**config.mk**
```make
export PLATFORM = sky130hd
export DESIGN_NAME = game_seq_ctrl
export DESIGN_NICKNAME = d
export VERILOG_FILES = /design/src/rtl/game_seq_ctrl.sv
export SDC_FILE = /design/constraint.sdc
export NUM_CORES = 1
export LEC_CHECK = 0
export CAP_MARGIN = 25
export CORE_MARGIN = 4
export CORE_UTILIZATION = 48
export DETAILED_ROUTE_END_ITERATION = 8
export PLACE_DENSITY = 0.9
export SLEW_MARGIN = 20
export SYNTH_ARGS = -nofsm -noshare
export SYNTH_HDL_FRONTEND = slang
export SYNTH_SLANG_ARGS = --single-unit
```
**constraint.sdc**
```tcl
create_clock -name in_clka -period 5.65 [get_ports in_clka]
set_clock_uncertainty 0.2 [all_clocks]
set_input_delay 0.8475 -clock in_clka [delete_from_list [all_inputs] [get_ports in_clka]]
set_output_delay 0.8475 -clock in_clka [all_outputs]
set_load 0.1 [all_outputs]
```
**src/rtl/game_seq_ctrl.sv**
```systemverilog
// Round sequencer for the 5x5 minesweeper core: drives the place/load/decode/alu/display phases.
// Optional watchdog and FAULT state are enabled by defining GAME_SEQ_WATCHDOG_EN.
module game_seq_ctrl #(
    parameter int CELLS   = 25,
    parameter int TIMEOUT = 16,
    parameter int RCNT_W  = 5
) (
    input  logic              in_clka,
    input  logic              in_restart,
    input  logic              in_place,
    input  logic              in_data_in,
    input  logic [4:0]        in_data,
    input  logic              in_place_done,
    input  logic              in_decode_done,
    input  logic              in_alu_done,
    input  logic              in_gameover,
    input  logic              in_win,
    input  logic              in_display_done,
    output logic [3:0]        out_state_main,
    output logic              out_start,
    output logic              out_load,
    output logic              out_decode,
    output logic              out_alu,
    output logic              out_display,
    output logic [4:0]        out_temp_data_in,
    output logic              out_bad_input,
    output logic [RCNT_W-1:0] out_round_cnt,
    output logic              out_fault
);

    // Handshake: each command is high for as long as the FSM sits in its phase;
    // the phase ends on the edge where its done input is sampled high.
    typedef enum logic [3:0] {
        S_IDLE    = 4'd0,
        S_PLACE   = 4'd1,
        S_WAIT    = 4'd2,
        S_LOAD    = 4'd3,
        S_DECODE  = 4'd4,
        S_ALU     = 4'd5,
        S_DISPLAY = 4'd6,
        S_OVER    = 4'd7,
        S_WIN     = 4'd8,
        S_FAULT   = 4'd9
    } state_t;

    if (TIMEOUT < 2 || CELLS > 32) begin : g_param_check
        $error("game_seq_ctrl: TIMEOUT must be >= 2 and CELLS <= 32");
    end

    state_t            state_q, state_d;
    logic [4:0]        temp_q, temp_d;
    logic              bad_q, bad_d;
    logic [RCNT_W-1:0] rcnt_q, rcnt_d;
    logic              fault_q, fault_d;
    logic              phase_done;

`ifdef GAME_SEQ_WATCHDOG_EN
    localparam int WD_W = $clog2(TIMEOUT + 1);
    logic [WD_W-1:0] wd_q, wd_d;
    logic            in_phase;
`endif

    always_comb begin
        phase_done = 1'b0;
        case (state_q)
            S_PLACE:   phase_done = in_place_done;
            S_DECODE:  phase_done = in_decode_done;
            S_ALU:     phase_done = in_alu_done;
            S_DISPLAY: phase_done = in_display_done;
            default:   phase_done = 1'b0;
        endcase
    end

    always_comb begin
        state_d = state_q;
        temp_d  = temp_q;
        bad_d   = 1'b0;
        rcnt_d  = rcnt_q;
        fault_d = fault_q;
        case (state_q)
            S_IDLE:  if (in_place) state_d = S_PLACE;
            S_PLACE: if (phase_done) state_d = S_WAIT;
            S_WAIT: begin
                if (in_data_in) begin
                    if (32'(in_data) < CELLS) begin
                        state_d = S_LOAD;
                        temp_d  = in_data;
                    end else begin
                        bad_d = 1'b1;
                    end
                end
            end
            S_LOAD:   state_d = S_DECODE;
            S_DECODE: if (phase_done) state_d = S_ALU;
            S_ALU: begin
                if (phase_done) begin
                    if (in_gameover)  state_d = S_OVER;
                    else if (in_win)  state_d = S_WIN;
                    else              state_d = S_DISPLAY;
                end
            end
            S_DISPLAY: begin
                if (phase_done) begin
                    state_d = S_WAIT;
                    if (rcnt_q != '1) rcnt_d = rcnt_q + 1'b1;
                end
            end
            S_OVER, S_WIN, S_FAULT: begin
                if (in_place) begin
                    state_d = S_PLACE;
                    rcnt_d  = '0;
                    fault_d = 1'b0;
                end
            end
            default: state_d = S_IDLE;
        endcase

`ifdef GAME_SEQ_WATCHDOG_EN
        // A done arriving on the timeout cycle still advances the phase.
        in_phase = (state_q == S_PLACE) || (state_q == S_DECODE) ||
                   (state_q == S_ALU)   || (state_q == S_DISPLAY);
        wd_d = '0;
        if (in_phase && !phase_done) begin
            if (wd_q == WD_W'(TIMEOUT - 1)) begin
                state_d = S_FAULT;
                fault_d = 1'b1;
            end else begin
                wd_d = wd_q + 1'b1;
            end
        end
`endif
    end

    always_ff @(posedge in_clka or posedge in_restart) begin
        if (in_restart) begin
            state_q <= S_IDLE;
            temp_q  <= '0;
            bad_q   <= 1'b0;
            rcnt_q  <= '0;
            fault_q <= 1'b0;
`ifdef GAME_SEQ_WATCHDOG_EN
            wd_q    <= '0;
`endif
        end else begin
            state_q <= state_d;
            temp_q  <= temp_d;
            bad_q   <= bad_d;
            rcnt_q  <= rcnt_d;
            fault_q <= fault_d;
`ifdef GAME_SEQ_WATCHDOG_EN
            wd_q    <= wd_d;
`endif
        end
    end

    assign out_state_main   = state_q;
    assign out_start        = (state_q == S_PLACE);
    assign out_load         = (state_q == S_LOAD);
    assign out_decode       = (state_q == S_DECODE);
    assign out_alu          = (state_q == S_ALU);
    assign out_display      = (state_q == S_DISPLAY);
    assign out_temp_data_in = temp_q;
    assign out_bad_input    = bad_q;
    assign out_round_cnt    = rcnt_q;
    assign out_fault        = fault_q;

endmodule

```
==> flow_metrics.tcl, run 1 <==
set metrics [dict create \
    die_w_um 54.9 \
    vias 888 \
    yosys_warnings 0 \
    min_from "out_temp_data_in[3]" \
    seqCellArea_sq_um 375 \
    reg2reg_depth 4 \
    synth.area.top_cells "dfrtp_1 (36%), mux2_2 (4.3%), mux2_4 (4.3%), buf_6 (3.2%), nor2_1 (2.5%)" \
    areaGrowthSynthToFinish_pct 33.4 \
    fillers 154 \
    num_antenna_cells 0 \
    netlist_instances 96 \
    setup_tns_ns 0 \
    place.port_buffers 34 \
    cp_data_arrival_time_ns 2.67 \
    via_per_inst 5.73 \
    cts_resized 0 \
    globalplace.congestion 0.850 \
    r2r-end "out_state_main[3]" \
    yosys.area.top_type "dfrtp_1" \
    cts_tree "built" \
    cts-root-buf "clkbuf_4" \
    cts_sinks 15 \
    worst_setup_path_start_kind "flip-flop" \
    antenna_found_initial 0 \
    clock_path_buffers 2 \
    whs_endpoint "out_temp_data_in[3]" \
    die_h_um 54.9 \
    status "finished, final reports clean" \
    final_hold_viol_count 0 \
    multi_input_area_sq_um 613 \
    core_area_sq_mm 0.00202 \
    regToRegSetupSlack_ns 3.46 \
    routed_wirelength_um 2290 \
    cts_buffers 3 \
    min_period_ns 3.72 \
    drive_gt1_share_pct 18.0 \
    clk_pin_slew_ns 0.09 \
    drt-pass1-iter-count 4 \
    post-route-period-util_pct 65.8 \
    syn_nets 113 \
    synth_area_sq_mm 0.00105 \
    maxCapViolations 0 \
    slew_viol_final 0 \
    fmax_mhz 269 \
    wire_per_inst_um 14.8 \
    synth_commonest_cells "dfrtp_1 (15), nor2_1 (7), a21oi_1 (4), inv_1 (4), mux2_2 (4)" \
    hp-class "flip-flop to flip-flop" \
    synth-seq-cells 15 \
    grt_remaining_overflow 0 \
    hold_buffers 0 \
    synth_edf_count 0 \
    yosysTopAreaCellShare_pct 35.6 \
    ant_nets 0 \
    pin_count 36 \
    ys_seq_area_share_pct 35.6 \
    avgSynthCellArea_sq_um 11.0 \
    crit_path_end_kind "primary output" \
    critPathLaunch "out_state_main[0]" \
    setup_violations 0 \
    grt_max_degree 19 \
    initialDrtViolationCount 20 \
    cts_setup_buffers 0 \
    ys_async_sr_fraction_pct 100 \
    ys.flop_type "dfrtp_1" \
    clkLatencyLatePin_ns 0.28 \
    path_max_fanout 14 \
    drc 0 \
    yosysMostFrequentCell "dfrtp_1" \
    required_ns 4.60 \
    min_delay_path_depth 1 \
    tightest_slew_ns 0.978 \
    nets 146 \
    r2r_start "out_state_main[1]" \
    netlist-cell-type-count 52 \
    cts-htree-levels 1 \
    grt_pass1_vias 900 \
    dieArea_sq_mm 0.00301 \
    dp_hpwl_um 1830 \
    grtUsageTotal_pct 18.8 \
    crit_type "flip-flop to primary output" \
    rows 16 \
    rsz0062_at_grt "no" \
    slew_headroom_pct 34.6 \
    grt_pass1_wl_um 4030 \
    initial_core_util_pct 52.1 \
]
## sequential cells by signal, summed over array words and instances, names as in the netlist
register and flops:
out_bad_input 1, out_round_cnt 5, out_state_main 4, out_temp_data_in 5
## area by class of cell
class                           instances  share of cell area, %
Clock inverter                          1                  0.356
Timing Repair Buffer                   34                   24.2
Clock buffer                            3                   1.60
Inverter                                4                   1.07
Multi-Input combinational cell         71                   43.6
Tap cell                               27                   2.40
Sequential cell                        15                   26.7
## cells by family (layout without fill, tap and decap cells)
logic type	Yosys count	count (layout)	share of synthesized area, %
simple gates	32	32	21.4
compound gates	27	27	23.6
flops	15	15	35.6
buf+inv	10	42	6.17
mux	9	9	10.5
fa+ha+maj	2	2	2.37
other cells	1	1	0.356
## metrics by stage
step	hold WS (ns)	utilization (%)	area (sq um)	cells	setup WS, ns
3_5_place_dp	0.301	68.1	1380	151	2.26
2_1_floorplan	0.549	-	1050	96	0.136
5_1_grt	0.346	69.5	1410	155	1.72
4_1_cts	0.323	69.5	1410	155	1.92
3_3_place_gp	0.289	68.1	1380	151	2.39
6_report	0.320	69.5	1410	155	1.93
## cell usage in the layout (no fill, tap or decap), types with 2 or more instances in the layout
cell type	n
and4_1	2
nand3_1	3
nor4b_1	2
clkbuf_4	3
clkdlybuf4s50_1	34
mux2_4	3
a21oi_1	4
nand2b_1	2
a211o_1	2
o21ai_0	3
inv_1	4
mux2_2	4
dfrtp_1	15
ha_1	2
nor2_1	7
mux2i_1	2
and3_1	2
## critical path: stages (launching register included)
cell and delay (ns):
dfrtp_1 0.59, inv_1 0.13, nor4b_1 0.43, clkdlybuf4s50_1 1.22
## per-layer routing
| metal | GRT usage (%) | wire length, um | vias to the layer above |
|---|---|---|---|
| met5 | 0 | 0 | - |
| met4 | 6.64 | 21 | 0 |
| met3 | 4.90 | 148 | 2 |
| met2 | 30.5 | 1150 | 30 |
| met1 | 23.8 | 973 | 424 |
| li1 | - | - | 432 |
## worst max-delay path by stage
stage                     to  cells past startpoint
floorplan           out_load                      3
global placement    out_load                      3
detailed placement  out_load                      3
CTS                 out_load                      3
global route        out_load                      3
finish              out_load                      3
Power of run 1 is not shown: default switching activity piles up to over one toggle a cycle in this logic, so the estimate is an artifact.
==> run 2: changes to the inputs <==
CORE_UTILIZATION = 40   (was 48)
PLACE_DENSITY = 0.81   (was 0.9)
clock period = 3 ns   (was 5.65 ns; I/O delays follow)
==> flow_metrics.tcl, run 2 (same netlist as run 1, synthesis figures left out) <==
set metrics [dict create \
    status "finished, final reports clean" \
    post-route-period-util_pct 82.5 \
    nets 146 \
    pin_count 36 \
    slowest_delay_ns 0.81 \
    r2r-end "out_round_cnt[0]" \
    grt_pass1_wl_um 3930 \
    cp_data_arrival_time_ns 1.82 \
    drive_gt1_share_pct 36.7 \
    rows 18 \
    slew_viol_final 0 \
    num_antenna_cells 0 \
    wire_per_inst_um 14.9 \
    worst_setup_path_start_kind "flip-flop" \
    cts_tree "built" \
    r2r_start "out_state_main[2]" \
    clkLatencyLatePin_ns 0.27 \
    worst_slack_ns 0.525 \
    dp_cells 154 \
    routed_wirelength_um 2360 \
    path_cells "nand2b_2 > nor3_4 > buf_4" \
    die_h_um 59.3 \
    initialDrtViolationCount 50 \
    slew_headroom_pct 53.1 \
    pre_cts_ws_ns 0.738 \
    maxCapViolations 0 \
    setup_violations 0 \
    clock_path_buffers 2 \
    setup_tns_ns 0 \
    areaGrowthSynthToFinish_pct 33.0 \
    place.port_buffers 34 \
    crit_type "flip-flop to primary output" \
    via_per_inst 5.61 \
    cp_slowest_cell "dfrtp_1" \
    final_cells 158 \
    grt_max_degree 19 \
    tightest_slew_ns 0.703 \
    die_w_um 59.3 \
    cts-root-buf "clkbuf_4" \
    clk_pin_slew_ns 0.09 \
    dieArea_sq_mm 0.00352 \
    initial_core_util_pct 42.1 \
    grtUsageTotal_pct 14.4 \
    globalplace.congestion 0.740 \
    mostFrequentLayoutCell "buf_4" \
    regToRegSetupSlack_ns 0.72 \
    cts-htree-levels 1 \
    dp_hpwl_um 1880 \
    crit_path_end_kind "primary output" \
    path_max_fanout 18 \
    cts_setup_buffers 0 \
    rsz0062_at_grt "no" \
    cts_buffers 3 \
    cts_resized 0 \
    hold_buffers 0 \
    placed_cell_area_sq_mm 0.00137 \
    cts_sinks 15 \
    vias 887 \
    hp-class "input pin to async pin" \
    final_cell_mix "buf_4 (20), clkdlybuf4s50_1 (14), dfrtp_1 (14)" \
    final_hold_viol_count 0 \
    grt_remaining_overflow 0 \
    antenna_found_initial 0 \
    reg2reg_depth 4 \
    final_cell_area_sq_mm 0.00140 \
    drt-pass1-iter-count 4 \
    core_area_sq_mm 0.00250 \
    ant_nets 0 \
    drc 0 \
    required_ns 2.35 \
    grt_pass1_vias 862 \
    fmax_mhz 404 \
    min_period_ns 2.47 \
]
run 2: routing by layer:
metal	part of all wire [%]	global-route usage, %	wire (um)	vias up
li1	-	-	-	431
met1	41	16.9	970	427
met2	52	26.1	1220	29
met3	7.2	3.05	169	0
met4	0	3.88	0	0
met5	0	0	0	-
run 2: area by class of cell:
class	count	area, sq um
Multi-Input combinational cell	71	654
Fill cell	219	1100
Clock inverter	1	5.00
Clock buffer	3	22.5
Sequential cell	15	377
Timing Repair Buffer	34	290
Inverter	4	15.0
Tap cell	30	37.5
run 2: worst max-delay path by stage:
stage / startpoint / end / slack (ns)
after detailed placement: in_decode_done / out_state_main[2] / 0.74
after global placement: in_decode_done / out_state_main[3] / 0.77
final: out_state_main[2] / out_decode / 0.53
after floorplan: out_state_main[2] / out_load / -0.06
after CTS: out_state_main[2] / out_decode / 0.52
after global routing: out_state_main[2] / out_decode / 0.35
run 2: critical path, delay by kind of cell (launching register included):
| kind | cells | cell delay (ns) |
|---|---|---|
| buf+inv | 1 | 0.32 |
| simple gates | 2 | 0.42 |
| flops | 1 | 0.81 |
run 2: through the flow:
stage / hold slack (ns) / utilization, %
2_1_floorplan: 0.151 / -
3_3_place_gp: 0.295 / 55.0
3_5_place_dp: 0.300 / 55.0
4_1_cts: 0.319 / 56.1
5_1_grt: 0.347 / 56.1
6_report: 0.313 / 56.1
Power of run 2 is left out for the same reason.
